**config.mk**
```make
export PLATFORM = sky130hd
export DESIGN_NAME = freqdiv_bank_flat
export DESIGN_NICKNAME = d
export VERILOG_FILES = /design/src/rtl/freqdiv_pkg.sv /design/src/rtl/freqdiv_bank_if.sv /design/src/rtl/freqdiv_chan.sv /design/src/rtl/freqdiv_bank.sv /design/src/flat_wrapper.sv
export SDC_FILE = /design/constraint.sdc
export NUM_CORES = 1
export LEC_CHECK = 0
export ABC_CLOCK_PERIOD_IN_PS = 5450
export CAP_MARGIN = 20
export CORE_ASPECT_RATIO = 1.25
export CORE_UTILIZATION = 55
export DETAILED_ROUTE_END_ITERATION = 16
export PLACE_DENSITY = 0.71
export SYNTH_ARGS = -nofsm -noshare
export SYNTH_HDL_FRONTEND = slang
export SYNTH_SLANG_ARGS = --single-unit
export TNS_END_PERCENT = 1
```
**constraint.sdc**
```tcl
create_clock -name clk -period 5.45 [get_ports clk]
set_input_delay 0.8175 -clock clk [delete_from_list [all_inputs] [get_ports clk]]
set_output_delay 0.8175 -clock clk [all_outputs]
set_load 0.1 [all_outputs]
```
**src/rtl/freqdiv_pkg.sv**
```systemverilog
// freqdiv_pkg: shared constants for the freqdiv_bank clock-enable generator.
//   MODE_SQUARE / MODE_TICK : per-channel output mode encodings
//   DEF_*                   : default parameter values for the bank
//   ch_width()              : channel-select width for a given channel count
package freqdiv_pkg;

  localparam logic MODE_SQUARE = 1'b0;
  localparam logic MODE_TICK   = 1'b1;

  localparam int DEF_N_CH      = 4;
  localparam int DEF_DIV_W     = 8;
  localparam int DEF_RESET_DIV = 100;

  function automatic int ch_width(input int n);
    return (n <= 1) ? 1 : $clog2(n);
  endfunction

endpackage

```
**src/rtl/freqdiv_bank_if.sv**
```systemverilog
// freqdiv_bank_if: divisor-load bus of freqdiv_bank.
//   load      1 cycle write strobe
//   load_ch   target channel of the write
//   load_div  new divisor value
//   pending   per-channel flag: shadow divisor waiting for a period boundary
// master drives the write side, slave is the bank.
interface freqdiv_bank_if #(
  parameter int N_CH  = freqdiv_pkg::DEF_N_CH,
  parameter int DIV_W = freqdiv_pkg::DEF_DIV_W
);
  import freqdiv_pkg::*;

  localparam int CH_W = ch_width(N_CH);

  logic             load;
  logic [CH_W-1:0]  load_ch;
  logic [DIV_W-1:0] load_div;
  logic [N_CH-1:0]  pending;

  modport master (output load, load_ch, load_div, input pending);
  modport slave  (input load, load_ch, load_div, output pending);

endinterface

```
**src/rtl/freqdiv_chan.sv**
```systemverilog
// freqdiv_chan: one divider channel with double-buffered divisor.
//   clk, rst_n  system clock, async active-low reset
//   en          run enable (0: counter held at 0, output 0)
//   mode        MODE_SQUARE or MODE_TICK
//   restart     synchronous phase-align, counter back to 0
//   load        write strobe for this channel, load_div the value
//   div_out     registered divided output
//   pending     shadow divisor waiting for a period boundary
module freqdiv_chan import freqdiv_pkg::*; #(
  parameter int DIV_W     = DEF_DIV_W,
  parameter int RESET_DIV = DEF_RESET_DIV
) (
  input  logic             clk,
  input  logic             rst_n,
  input  logic             en,
  input  logic             mode,
  input  logic             restart,
  input  logic             load,
  input  logic [DIV_W-1:0] load_div,
  output logic             div_out,
  output logic             pending
);

  localparam logic [DIV_W-1:0] RST_DIV = DIV_W'(RESET_DIV);
  localparam logic [DIV_W-1:0] ONE     = DIV_W'(1);

  logic [DIV_W-1:0] cnt, cnt_nxt;
  logic [DIV_W-1:0] act_div, act_nxt;
  logic [DIV_W-1:0] shd_div, shd_nxt;
  logic             pend_nxt;
  logic             out_nxt;
  // run_q: cnt holds a live count. The first enabled edge starts at cnt=0
  // rather than incrementing, so the first period is a full one.
  logic             run_q, run_nxt;
  logic             wrap, boundary;

  always_comb begin
    wrap     = run_q && en && (cnt == act_div - ONE);
    // Any point where the period may legally change: a wrap, a restart,
    // or a channel that is not currently counting.
    boundary = wrap || restart || !en || !run_q;

    act_nxt  = act_div;
    shd_nxt  = shd_div;
    pend_nxt = pending;
    if (load) begin
      shd_nxt = load_div;
      if (boundary) begin
        act_nxt  = load_div;
        pend_nxt = 1'b0;
      end else begin
        pend_nxt = 1'b1;
      end
    end else if (pending && boundary) begin
      act_nxt  = shd_div;
      pend_nxt = 1'b0;
    end

    run_nxt = en && (act_nxt != '0);

    if (!run_nxt || !run_q || restart || wrap) cnt_nxt = '0;
    else                                       cnt_nxt = cnt + ONE;

    // Output is computed from next-state values so it lines up with cnt.
    out_nxt = 1'b0;
    if (run_nxt) begin
      if (mode == MODE_TICK) out_nxt = (cnt_nxt == act_nxt - ONE);
      else                   out_nxt = (cnt_nxt < (act_nxt >> 1));
    end
  end

  always_ff @(posedge clk or negedge rst_n) begin
    if (!rst_n) begin
      cnt     <= '0;
      act_div <= RST_DIV;
      shd_div <= RST_DIV;
      pending <= 1'b0;
      div_out <= 1'b0;
      run_q   <= 1'b0;
    end else begin
      cnt     <= cnt_nxt;
      act_div <= act_nxt;
      shd_div <= shd_nxt;
      pending <= pend_nxt;
      div_out <= out_nxt;
      run_q   <= run_nxt;
    end
  end

endmodule

```
**src/rtl/freqdiv_bank.sv**
```systemverilog
// freqdiv_bank: N_CH programmable clock-enable dividers.
//   clk, rst_n  system clock, async active-low reset
//   en, mode    per-channel run enable and output mode
//   restart     clears all channel counters (phase align)
//   bus         divisor-load bus (load, load_ch, load_div in; pending out)
//   div_out     per-channel registered divided output
// Writes to load_ch >= N_CH are dropped.
module freqdiv_bank import freqdiv_pkg::*; #(
  parameter int N_CH      = DEF_N_CH,
  parameter int DIV_W     = DEF_DIV_W,
  parameter int RESET_DIV = DEF_RESET_DIV
) (
  input  logic            clk,
  input  logic            rst_n,
  input  logic [N_CH-1:0] en,
  input  logic [N_CH-1:0] mode,
  input  logic            restart,
  freqdiv_bank_if.slave   bus,
  output logic [N_CH-1:0] div_out
);

  logic [N_CH-1:0] load_vec;
  logic [N_CH-1:0] pend_vec;

  always_comb begin
    load_vec = '0;
    if (bus.load && (int'(bus.load_ch) < N_CH)) begin
      for (int i = 0; i < N_CH; i++) begin
        if (int'(bus.load_ch) == i) load_vec[i] = 1'b1;
      end
    end
  end

  for (genvar g = 0; g < N_CH; g++) begin : g_chan
    freqdiv_chan #(
      .DIV_W     (DIV_W),
      .RESET_DIV (RESET_DIV)
    ) u_chan (
      .clk      (clk),
      .rst_n    (rst_n),
      .en       (en[g]),
      .mode     (mode[g]),
      .restart  (restart),
      .load     (load_vec[g]),
      .load_div (bus.load_div),
      .div_out  (div_out[g]),
      .pending  (pend_vec[g])
    );
  end

  assign bus.pending = pend_vec;

endmodule

```
**src/flat_wrapper.sv**
```systemverilog
// flat-port wrapper written by rule: the top's interface ports become plain ports
module freqdiv_bank_flat import freqdiv_pkg::*;
#(
  parameter int N_CH      = DEF_N_CH,
  parameter int DIV_W     = DEF_DIV_W,
  parameter int RESET_DIV = DEF_RESET_DIV
)
  (clk, rst_n, en, mode, restart, div_out, bus_load, bus_load_ch, bus_load_div, bus_pending);
  freqdiv_bank_if #(.N_CH(N_CH), .DIV_W(DIV_W)) bus_i ();
  input  logic clk;
  input  logic rst_n;
  input  logic [N_CH-1:0] en;
  input  logic [N_CH-1:0] mode;
  input  logic restart;
  output logic [N_CH-1:0] div_out;
  input wire logic [$bits(bus_i.load)-1:0] bus_load;
  input wire logic [$bits(bus_i.load_ch)-1:0] bus_load_ch;
  input wire logic [$bits(bus_i.load_div)-1:0] bus_load_div;
  output wire logic [$bits(bus_i.pending)-1:0] bus_pending;
  assign bus_i.load = bus_load;
  assign bus_i.load_ch = bus_load_ch;
  assign bus_i.load_div = bus_load_div;
  assign bus_pending = bus_i.pending;
  freqdiv_bank #(.N_CH(N_CH), .DIV_W(DIV_W), .RESET_DIV(RESET_DIV)) u_core (.clk(clk), .rst_n(rst_n), .en(en), .mode(mode), .restart(restart), .bus(bus_i), .div_out(div_out));
endmodule
```
==> impl_metrics.csv <==
group,metric,value,unit
setup_path,cp-start-kind,"flip-flop",
finish,area_growth,10.1,%
grt,grt_max_degree,56,
setup_path,path_cells,"inv_1 -> ha_1 -> xor2_1 -> nand2_1 -> a2111o_1 -> a2111o_1 -> o21ai_1 -> o22ai_1 -> inv_1 -> ha_1 -> inv_1 -> a2111oi_4 -> o2111ai_1 -> o21ai_2 -> nor2_1 -> ha_1 -> a21oi_1 -> o21ai_1 -> maj3_2 -> a311o_1 -> o21ai_1",
placement,io_buffers,29,
floorplanning,die_w,112,um
setup_path,rr_worst_depth,21,
setup_path,rrSetupSlack,470,ps
finish,drive_gt1_share,9.57,%
worst_hold_path,hold_path_class,"flip-flop to flip-flop",
synthesis,synth_edf_count,0,
sta,tns,0,ps
route,ant_nets,0,
sta,tightest_slew,975,ps
setup_path,critical_path_arrival,5270,ps
clocking,clkSinkCount,108,
synthesis,ys_seq_area_share,33.1,%
grt,grt_use_total,29.0,%
sta,rsz0062_at_grt,"false",
floorplanning,num_rows,49,
synthesis,ys_types,88,
setup_path,path_delay_family,"compound AO/OA/AOI/OAI gates",
floorplanning,ios,30,
clocking,postCtsHoldBufs,0,
clocking,clockRootBuffer,"clkbuf_16",
clocking,clk_pin_slew_worst_paths,70,ps
setup_path,startpoint,"u_core.g_chan[3].u_chan.act_div[0]",
floorplanning,initial_core_util,56.9,%
synthesis,netlist_area,8260,um2
route,drt_first_pass_iters,5,
grt,grt_pass1_vias,7030,
grt,grt-ovfl-total,0,
floorplanning,die_y,139,um
finish,fin_area,9090,um2
run,drv_cap,0,
floorplanning,core_area,14500,um2
sta,layout_min_cycle_time,4980,ps
setup_path,critical_path_class,"flip-flop to flip-flop",
sta,final_max_slew_viol_count,0,
route,wire_per_inst,17.8,um
setup_path,max_stage_delay,510,ps
sta,fin_skew,6.44,ps
synthesis,ys_warn_count,0,
route,drc,0,
setup_path,cp_slowest_cell,"a2111o_1",
sta,min_period_over_period,91.3,%
synthesis,synth_ff_type,"dfrtp_1",
clocking,worstSkewPairLatency,360,ps
synthesis,synth-seq-cells,108,
clocking,cts_max_level,3,
synthesis,postSynthCellCount,1003,
setup_path,crit_buf_inv,3,
placement,dp_hpwl,16.7,mm
setup_path,end_kind,"flip-flop",
route,vias,7455,
sta,max_freq,201,MHz
clocking,numCtsBuffers,9,
setup_path,crit_path_max_fanout,7,
floorplanning,die_area,15500,um2
placement,place_area,8790,um2
route,finalWirelength,21.6,mm
power_and_ir_drop,peakVddDrop,0.148,mV
grt,antenna_found_initial,0,
sta,setup_viol,0,
power_and_ir_drop,p_leak,3.99,nW
route,drt_iter0_drc,529,
setup_path,path_depth,21,
sta,report.final.hold_viol_count,0,
setup_path,worstReg2RegStart,"u_core.g_chan[3].u_chan.act_div[0]",
finish,diodes,0,
setup_path,r2r_end,"u_core.g_chan[3].u_chan.div_out",
synthesis,syn_avg_cell_area,8.24,um2
placement,routabilityCongestion,0.895,
route,vias_per_cell,6.15,
grt,grt_pass1_wl,36.0,mm
clocking,cts_tree,"yes",
clocking,cts_max_path_buffers,2,
setup_path,worstSetupEndpoint,"u_core.g_chan[3].u_chan.div_out",
worst_hold_path,min_path_cells,2,
power_and_ir_drop,power_density,299,nW/um2
sta,maxSlewHeadroom,34.8,%
setup_path,crit_required,5740,ps
synthesis,synthArstFlopShare,100,%
finish,nNetsFinal,1083,
outcome,status,"complete, no violations",
synthesis,syn_nets,1056,
-- cell usage in the layout (no fill, tap or decap), drive strengths merged, types with 8 or more instances in the layout --
master | Yosys | final
o21ai | 47 | 47
inv | 64 | 66
a21o | 11 | 11
xor2 | 38 | 38
a21oi | 28 | 28
buf | 16 | 31
nand3b | 8 | 8
clkbuf | 27 | 9
nand3 | 32 | 32
nor2 | 106 | 106
nor2b | 9 | 9
and2 | 11 | 11
nand4 | 16 | 16
a22oi | 10 | 10
o22ai | 17 | 17
a211oi | 19 | 19
nor4 | 8 | 8
nor3 | 18 | 18
dfrtp | 84 | 84
ha | 31 | 31
o211ai | 9 | 9
nand2 | 145 | 145
xnor2 | 51 | 51
clkdlybuf4s50 | 0 | 28
nor3b | 8 | 8
and3 | 15 | 15
dfstp | 24 | 24
nand2b | 8 | 8
-- worst min-delay path by stage --
| stage | from | end | slack, ps |
|---|---|---|---|
| 6_report | u_core.g_chan[2].u_chan.shd_div[5] | u_core.g_chan[2].u_chan.shd_div[5] | 460 |
| 5_1_grt | u_core.g_chan[1].u_chan.shd_div[6] | u_core.g_chan[1].u_chan.shd_div[6] | 480 |
| 4_1_cts | u_core.g_chan[2].u_chan.shd_div[2] | u_core.g_chan[2].u_chan.shd_div[2] | 460 |
| 3_5_place_dp | u_core.g_chan[2].u_chan.shd_div[2] | u_core.g_chan[2].u_chan.shd_div[2] | 450 |
| 3_3_place_gp | u_core.g_chan[2].u_chan.shd_div[6] | u_core.g_chan[2].u_chan.shd_div[6] | 450 |
| 2_1_floorplan | u_core.g_chan[2].u_chan.shd_div[4] | u_core.g_chan[2].u_chan.shd_div[4] | 440 |
-- tightest hold or removal path, delay by kind of cell, from the launching register on --
| kind | cells | cell delay [ps] |
|---|---|---|
| flip-flops | 1 | 370 |
| AND/OR/NAND/NOR | 2 | 100 |
-- report_power, final --
group	internal, mW	switching, mW	total, mW	leakage [nW]
registers	0.928	0.129	1.06	1.34
logic	0.392	0.590	0.981	2.51
clock network	0.359	0.319	0.678	0.142
total	1.68	1.04	2.72	3.99
-- final cells by class --
class,count,area [um2]
Inverter,64,240
Clock inverter,7,72.6
Fill cell,1331,5440
Multi-Input combinational cell,788,5090
Clock buffer,9,225
Sequential cell,108,2730
Tap cell,178,223
Timing Repair Buffer,59,513
-- kinds of logic (layout without fill, tap and decap cells) --
logic type | count (synthesis) | in the layout | share of synthesized area, %
AO/OA/AOI/OAI | 236 | 236 | 21.1
flip-flops | 108 | 108 | 33.1
XOR/XNOR | 89 | 89 | 9.44
buffers and inverters | 107 | 139 | 5.36
AND/OR/NAND/NOR | 418 | 418 | 24.5
multiplexers | 11 | 11 | 1.39
adder cells (fa/ha/maj) | 34 | 34 | 5.07
-- synth_stat cells, types with 8 or more instances --
library cell / number / area, um2
o22ai_1: 16 / 100
dfrtp_1: 84 / 2100
o211ai_1: 9 / 67.6
nand2b_1: 8 / 50.1
nand3_1: 32 / 160
ha_1: 31 / 388
a22oi_1: 10 / 75.1
o21ai_0: 37 / 185
and3_1: 15 / 93.8
xor2_1: 38 / 333
nand3b_1: 8 / 60.1
and2_1: 11 / 68.8
nor4_1: 8 / 50.1
buf_4: 9 / 67.6
a21oi_1: 28 / 140
nor2_1: 104 / 390
clkbuf_1: 27 / 101
nand2_1: 145 / 544
xnor2_1: 51 / 447
nand4_1: 16 / 100
nor2b_1: 9 / 56.3
dfstp_2: 24 / 631
a21o_1: 11 / 82.6
a211oi_1: 16 / 120
nor3_1: 16 / 80.1
inv_1: 64 / 240
-- per-stage QoR --
step | util (%) | total power, mW | hold WS (ps) | instances | setup slack, ps
floorplan | - | 1.77 | 437 | 1003 | 566
global placement | 60.5 | 2.02 | 446 | 1197 | 410
detailed placement | 60.5 | 2.03 | 449 | 1197 | 319
CTS | 62.6 | 2.72 | 461 | 1213 | 350
global route | 62.6 | 2.88 | 485 | 1213 | 8.77
finish | 62.6 | 2.72 | 460 | 1213 | 472
-- state kept, by name, indices dropped and copies added, names as in the netlist --
| signal | count |
|---|---|
| u_core.g_chan.u_chan.act_div | 32 |
| u_core.g_chan.u_chan.cnt | 32 |
| u_core.g_chan.u_chan.div_out | 4 |
| u_core.g_chan.u_chan.pending | 4 |
| u_core.g_chan.u_chan.run_q | 4 |
| u_core.g_chan.u_chan.shd_div | 32 |
-- layer usage --
metal	up-vias	global-route usage (%)	wire, um
met2	214	47.6	10400
met1	3563	39.2	9780
met5	-	0	0
met4	0	10.1	446
met3	37	3.76	999
li1	3641	-	-
-- what timing repair did --
| item | CTS | global route |
|---|---|---|
| gates resized for setup | 0 | 1 |
| hold endpoints to repair | 0 | 0 |
| endpoints found under the setup margin | 0 | 1 |
| buffers inserted | 0 | 0 |
(Power assumes the default switching activity.)
